`src/rtl/addsub_pkg.sv`:
```
// addsub_pkg: shared state encoding and mode constants for the serial add/subtract engine
package addsub_pkg;
    typedef enum logic [1:0] {
        ST_IDLE = 2'd0,
        ST_RUN  = 2'd1,
        ST_DONE = 2'd2
    } state_t;
    localparam logic MODE_ADD = 1'b0;
    localparam logic MODE_SUB = 1'b1;
endpackage

```
`src/rtl/addsub_slice.sv`:
```
// addsub_slice: combinational STEP-bit ripple of full adders, exposing the carry into its top bit
module addsub_slice #(
    parameter int STEP = 1
) (
    input  logic [STEP-1:0] a_i,
    input  logic [STEP-1:0] b_i,
    input  logic            cin_i,
    output logic [STEP-1:0] sum_o,
    output logic            cout_o,
    output logic            c_msb_o
);
    logic [STEP:0] c;
    assign c[0] = cin_i;
    for (genvar i = 0; i < STEP; i++) begin : g_fa
        assign sum_o[i] = a_i[i] ^ b_i[i] ^ c[i];
        assign c[i+1]   = (a_i[i] & b_i[i]) | (c[i] & (a_i[i] ^ b_i[i]));
    end
    assign cout_o  = c[STEP];
    assign c_msb_o = c[STEP-1];
endmodule

```
`src/rtl/serial_addsub.sv`:
```
// serial_addsub: multi-cycle WIDTH-bit add/subtract, STEP bits per clock, with start/busy/done and flags
module serial_addsub
    import addsub_pkg::*;
#(
    parameter int WIDTH = 8,
    parameter int STEP  = 1
) (
    input  logic             clk,
    input  logic             rst_n,
    input  logic             start,
    input  logic             mode,
    input  logic [WIDTH-1:0] a,
    input  logic [WIDTH-1:0] b,
    output logic             busy,
    output logic             done,
    output logic [WIDTH-1:0] result,
    output logic             carry_out,
    output logic             borrow,
    output logic             overflow
);
    localparam int N  = WIDTH / STEP;
    localparam int CW = (N > 1) ? $clog2(N) : 1;
    localparam logic [CW-1:0] CNT_LAST = CW'(N - 1);

    state_t           state_q, state_d;
    logic [WIDTH-1:0] a_q, a_d, b_q, b_d, sh_q, sh_d, res_q, res_d;
    logic [CW-1:0]    cnt_q, cnt_d;
    logic             c_q, c_d, mode_q, mode_d, cy_q, cy_d, bw_q, bw_d, ov_q, ov_d;
    logic [STEP-1:0]  sum;
    logic             cout, c_msb;
    logic [WIDTH-1:0] sh_next;

    addsub_slice #(.STEP(STEP)) u_slice (
        .a_i    (a_q[STEP-1:0]),
        .b_i    (b_q[STEP-1:0]),
        .cin_i  (c_q),
        .sum_o  (sum),
        .cout_o (cout),
        .c_msb_o(c_msb)
    );

    // sum chunks enter at the top so the LSB chunk ends up at bit 0 after N shifts
    assign sh_next = (WIDTH'(sum) << (WIDTH - STEP)) | (sh_q >> STEP);

    always_comb begin
        state_d = state_q;
        a_d     = a_q;
        b_d     = b_q;
        sh_d    = sh_q;
        res_d   = res_q;
        cnt_d   = cnt_q;
        c_d     = c_q;
        mode_d  = mode_q;
        cy_d    = cy_q;
        bw_d    = bw_q;
        ov_d    = ov_q;
        if (state_q == ST_RUN) begin
            a_d   = a_q >> STEP;
            b_d   = b_q >> STEP;
            sh_d  = sh_next;
            c_d   = cout;
            cnt_d = cnt_q + 1'b1;
            if (cnt_q == CNT_LAST) begin
                state_d = ST_DONE;
                res_d   = sh_next;
                cy_d    = cout;
                bw_d    = (mode_q == MODE_SUB) & ~cout;
                ov_d    = cout ^ c_msb;
            end
        end else if (start) begin
            state_d = ST_RUN;
            a_d     = a;
            b_d     = b ^ {WIDTH{mode}};
            c_d     = mode;
            mode_d  = mode;
            cnt_d   = '0;
        end else if (state_q == ST_DONE) begin
            state_d = ST_IDLE;
        end
    end

    always_ff @(posedge clk or negedge rst_n) begin
        if (!rst_n) begin
            state_q <= ST_IDLE;
            a_q     <= '0;
            b_q     <= '0;
            sh_q    <= '0;
            res_q   <= '0;
            cnt_q   <= '0;
            c_q     <= 1'b0;
            mode_q  <= 1'b0;
            cy_q    <= 1'b0;
            bw_q    <= 1'b0;
            ov_q    <= 1'b0;
        end else begin
            state_q <= state_d;
            a_q     <= a_d;
            b_q     <= b_d;
            sh_q    <= sh_d;
            res_q   <= res_d;
            cnt_q   <= cnt_d;
            c_q     <= c_d;
            mode_q  <= mode_d;
            cy_q    <= cy_d;
            bw_q    <= bw_d;
            ov_q    <= ov_d;
        end
    end

    assign busy      = (state_q == ST_RUN);
    assign done      = (state_q == ST_DONE);
    assign result    = res_q;
    assign carry_out = cy_q;
    assign borrow    = bw_q;
    assign overflow  = ov_q;
endmodule

```
`config.mk`:
```
export PLATFORM = sky130hd
export DESIGN_NAME = serial_addsub
export DESIGN_NICKNAME = d
export VERILOG_FILES = /design/src/rtl/addsub_pkg.sv /design/src/rtl/addsub_slice.sv /design/src/rtl/serial_addsub.sv
export SDC_FILE = /design/constraint.sdc
export NUM_CORES = 1
export LEC_CHECK = 0
export BUFFER_PORTS_ARGS = -buffer_cell sky130_fd_sc_hd__buf_2
export CAP_MARGIN = 5
export CORE_MARGIN = 2
export CORE_UTILIZATION = 35
export DETAILED_ROUTE_END_ITERATION = 8
export SYNTH_ARGS = -nofsm -noshare
export SYNTH_HDL_FRONTEND = slang
export SYNTH_HIERARCHICAL = 1
export SYNTH_SLANG_ARGS = --single-unit
```
`constraint.sdc`:
```
create_clock -name clk -period 1.4 [get_ports clk]
set_input_delay 0.28 -clock clk [delete_from_list [all_inputs] [get_ports clk]]
set_output_delay 0.28 -clock clk [all_outputs]
set_load 0.1 [all_outputs]
```
==> impl_metrics.json, run 1 <==
{
  "status": "completed",
  "dp.cells": 265,
  "start_kind": "register",
  "drive_above_1_share_pct": 30.77,
  "worst-path-buf-inv": 0,
  "io_buffers": 32,
  "grt_overflow": 0,
  "die_y_um": 76.64,
  "htree_levels": 2,
  "worstPathRequired_ns": 1.59,
  "worstPathCellList": "ha_2, ha_4, nand3b_4, mux2_2",
  "yosysWarnings": 6,
  "cp_top_family": "flip-flops",
  "route.vias.total": 1261,
  "synth.net_count": 189,
  "rsz0062_at_grt": "true",
  "dp_slack_ns": -0.003926,
  "netlist_area_um2": 1847,
  "dr.first_iter.drc_count": 52,
  "gp_congestion": 0.6571,
  "clock-root-buffer": "clkbuf_8",
  "period_needed_ns": 1.359,
  "fin_crit_sh_pct": 97.07,
  "ant_nets": 0,
  "start_util_pct": 36.16,
  "grt_max_degree": 34,
  "stdcell_count": 278,
  "antenna_found_initial": 0,
  "grt_pass1_vias": 1215,
  "wl_per_cell_um": 11.52,
  "grt_use_met1_pct": 17.02,
  "cts_inserted_buffers": 5,
  "rows": 26,
  "post-dp-hpwl_um": 2240,
  "synth-seq-cells": 41,
  "timing.fmax_ghz": 0.7358,
  "clock_latency_ns": 0.29,
  "hold_violations": 0,
  "ios": 33,
  "ys_seq_area_share_pct": 55.56,
  "grt_pass1_wl_um": 5692,
  "finalSetupTns_ns": 0,
  "critPathSlowestCell": "dfrtp_1",
  "nets": 230,
  "synth_cell_types": 23,
  "setup.worst_path.start": "cnt_q[0]",
  "final.setup_skew_ns": 0.01294,
  "max_slew_margin_pct": 67.81,
  "clkTransAtPathRegs_ns": 0.08,
  "wl_um": 3203,
  "r2r-start": "cnt_q[0]",
  "end_kind": "register",
  "met3_usage_pct": 3.199,
  "worst_pin_slew_ns": 0.4862,
  "cts_sinks": 41,
  "layout_setup_ws_ns": 0.04095,
  "clk_path_buf_depth": 2,
  "grt_use_total_pct": 12.25,
  "worstPathArrival_ns": 1.54,
  "min_path_type": "in -> reg",
  "syn_avg_cell_area_um2": 11.13,
  "first_pass_iters": 4,
  "hp-start": "a[7]",
  "fin_util_pct": 45.93,
  "path_class": "reg -> reg",
  "vias_per_cell": 4.536,
  "max-cap-violations": 0,
  "drc": 0,
  "cts_tree": "done",
  "finalSetupViolCount": 0,
  "dieArea_um2": 5874,
  "met2_usage_pct": 19.03,
  "grt-busiest-layer": "met2",
  "crit_fanout": 6,
  "slew_violations": 0,
  "syn_to_final_growth_pct": 27.03,
  "diodes": 0,
  "die_w_um": 76.64,
  "synthCells": 166,
  "core_area_um2": 5107,
  "cpPeakStageDelay_ns": 0.41
}
==> synth_stat cells <==
master    instances  share of area [%]
mux2i_1          17                9.2
nand2_1          43                8.7
ha_1              2                1.4
inv_1             2               0.41
nand3b_4          1                1.1
buf_6             1               0.61
fa_1              1                1.1
clkbuf_2          1               0.27
o21ai_0          19                5.1
a21oi_1           1               0.27
and2_1            1               0.34
nor2b_1           1               0.34
buf_4             2               0.81
nand3b_1          3                1.2
nor2_1            1               0.20
xnor2_1           2               0.95
o21a_1            1               0.41
mux2_1            5                3.0
xor2_1            7                3.3
nand2b_1          2               0.68
buf_2             7                1.9
dfrtp_1          41                 56
mux2_2            5                3.0
==> what timing repair did <==
action,CTS,global route
pin swaps,1,1
endpoints found under the hold margin,16,0
gates cloned,1,0
resized for setup,3,6
endpoints found under the setup margin,11,16
hold buffers,1,0
setup buffers,3,0
==> worst register-to-register path, delay by kind of cell (launching register included) <==
family / cells / cell delay [ns]
DFF: 1 / 0.41
muxes: 1 / 0.34
adders and majority gates: 2 / 0.37
and+or+nand+nor: 1 / 0.13
==> routing by layer <==
metal  vias to the layer above  routed length [µm]
li1                        630                   -
met1                       598                1607
met2                        29                1434
met3                         4                 143
met4                         0                  17
met5                         -                   0
==> final timing paths <==
path	cells past startpoint	end	slack, ns
worst max-delay path	4	result[1]	0.04
worst min-delay path	3	a_q[7]	0.24
worst max register to register	4	result[1]	0.04
worst min register to register	2	a_q[0]	0.48
max in group asynchronous	3	overflow	0.50
min in group asynchronous	2	result[3]	0.45
==> layout make-up <==
class | instances | area [µm²]
clock inverters | 2 | 13.76
flip-flops and latches | 41 | 1027
multi-input cells | 113 | 797.0
well taps | 70 | 87.58
fillers | 490 | 2761
repair buffers | 44 | 327.8
clock buffers | 6 | 82.58
inverters | 2 | 10.01
==> metrics by stage <==
step                area, µm²  hold slack (ns)
floorplan                1862         -0.01559
global placement         2168           0.2426
detailed placement       2168           0.2406
CTS                      2317           0.2356
global route             2346           0.2687
finish                   2346           0.2409
==> flip-flops by register name, summed over array words and instances (netlist names) <==
signal     count
cnt_q          3
state_q        2
mode_q         1
a_q            8
overflow       1
c_q            1
b_q            8
borrow         1
sh_q           7
result         8
carry_out      1
==> placed cells by master (no fill, tap or decap), types with 2 or more instances in the layout <==
master	instances
xor2_1	7
nand2_1	43
buf_2	27
mux2_2	5
buf_12	5
clkbuf_4	3
mux2_1	5
clkbuf_8	6
nand3b_4	2
xnor2_1	2
nand3b_1	3
dfrtp_1	40
mux2i_1	17
o21ai_0	19
buf_4	8
==> cells by family (layout without fill, tap and decap cells) <==
logic type      after synthesis  count (layout)  share of synthesized area [%]
compound gates               21              21                          5.826
xor+xnor                      9               9                          4.269
fa+ha+maj                     3               3                          2.439
buf+inv                      13              54                          3.997
flops                        41              41                          55.56
mux                          27              27                          15.31
simple gates                 52              53                          12.60
Power of run 1 is left out: the tool's default activity adds up to more than one toggle a clock period on the data nets, which glitch-free logic cannot reach.
==> run 2: changes to the inputs <==
Settings changed: GPL_TIMING_DRIVEN set to 0.
==> run 2 against run 1 <==
Via count up 1.5%. Cell area up 1.1%. Setup slack worse by 0.095 ns. Critical path type is now reg -> out. The run now ends with setup timing left.
==> impl_metrics.json, run 2 (synthesized netlist as in run 1, its figures left out) <==
{
  "die_w_um": 76.64,
  "multi_input_area_um2": 795.8,
  "grt_pass1_wl_um": 6134,
  "wl_met1_um": 1712,
  "met2_length_um": 1614,
  "ios": 33,
  "finalSetupViolCount": 9,
  "slew_violations": 0,
  "vias_per_cell": 4.507,
  "htree_levels": 2,
  "wl_met3_um": 149,
  "drive_above_1_share_pct": 35.05,
  "fillCellCount": 515,
  "nets": 236,
  "post-dp-hpwl_um": 2273,
  "clk_path_buf_depth": 2,
  "syn_to_final_growth_pct": 28.39,
  "finish.instance_area_um2": 2371,
  "gp_congestion": 0.6841,
  "max_slew_margin_pct": 40.32,
  "end_kind": "primary output",
  "ant_nets": 0,
  "hold-worst-slack_ns": 0.1003,
  "register_area_um2": 1027,
  "violations": "setup timing",
  "worst_pin_slew_ns": 0.8952,
  "top_layer": "met4",
  "grt_overflow": 0,
  "io_buffers": 30,
  "endpoint": "busy",
  "first_pass_iters": 4,
  "final.setup_skew_ns": 0.01010,
  "postPlaceCellArea_um2": 2100,
  "hold_violations": 0,
  "clock-root-buffer": "clkbuf_8",
  "antenna_found_initial": 0,
  "period_needed_ns": 1.454,
  "diodes": 0,
  "wl_um": 3517,
  "timing.fmax_ghz": 0.6875,
  "worstPathRequired_ns": 1.12,
  "r2r_slack_ns": -0.04,
  "max-cap-violations": 0,
  "final_common_cell": "nand2_1",
  "grt_use_total_pct": 13.22,
  "route.vias.total": 1280,
  "wl_per_cell_um": 12.38,
  "fin_crit_sh_pct": 103.9,
  "grt_max_degree": 42,
  "layout_setup_ws_ns": -0.05446,
  "dieArea_um2": 5874,
  "clkTransAtPathRegs_ns": 0.09,
  "r2r_end": "carry_out",
  "dr.first_iter.drc_count": 37,
  "grt_pass1_vias": 1298,
  "drc": 0,
  "start_util_pct": 36.16,
  "worstPathArrival_ns": 1.17,
  "r2r-start": "cnt_q[0]",
  "min_path_type": "in -> async",
  "cts_sinks": 41,
  "cts_inserted_buffers": 5,
  "rows": 26,
  "die_y_um": 76.64,
  "crit_fanout": 3,
  "clock_latency_ns": 0.30,
  "setup.worst_path.start": "state_q[1]",
  "cts_tree": "done",
  "start_kind": "register",
  "core_area_um2": 5107,
  "path_class": "reg -> out",
  "final_cell_mix": "43 x nand2_1, 40 x dfrtp_1, 31 x buf_2, 18 x o21ai_0, 17 x mux2i_1",
  "rsz0062_at_grt": "true",
  "status": "complete, but fails checks",
  "holdBufCountCts": 0,
  "r2r_cells": 5
}
run 2: worst min-delay path by stage:
stage | to | slack (ns) | cells after the start
floorplan | a_q[0] | -0.02 | 0
global placement | borrow | 0.46 | 2
detailed placement | b_q[2] | 0.46 | 2
CTS | result[3] | 0.14 | 1
global route | result[4] | 0.19 | 1
finish | result[3] | 0.10 | 1
run 2: cell type report:
cell class | instances | share of cell area, %
sequential | 41 | 43.32
multi-input combinational | 112 | 33.56
timing repair buffer | 40 | 11.08
tap | 70 | 3.694
buffer | 11 | 3.219
clock buffer | 6 | 3.061
clock inverter | 2 | 1.636
inverter | 2 | 0.4222
run 2: metal layers:
metal / vias up / track usage, %
met5: - / 0
met4: 0 / 4.909
met3: 6 / 3.910
met2: 26 / 20.71
met1: 609 / 17.37
li1: 639 / -
run 2: what timing repair did:
item / 4_1_cts / 5_1_grt
cloned: 1 / 0
resized for setup: 21 / 5
buffers inserted: 6 / 3
setup endpoints to repair: 7 / 15
pin swaps: 1 / 0
run 2: critical path, stage by stage (launching register included):
cell and delay [ns]:
dfrtp_1 0.40, nand2b_4 0.16, inv_4 0.06, buf_8 0.10
buf_12 0.16
run 2: stage by stage:
stage | setup slack [ns] | TNS, ns | std cells | util [%]
final | -0.05446 | -0.2785 | 284 | 46.42
after detailed placement | -0.3208 | -0.8065 | 266 | 41.11
after floorplan | 0.007971 | 0 | 166 | -
after CTS | -0.09656 | -0.4072 | 281 | 45.79
after global routing | -0.1110 | -0.8812 | 284 | 46.42
after global placement | -0.3217 | -0.7076 | 266 | 41.11
Power of run 2 is left out for the same reason.
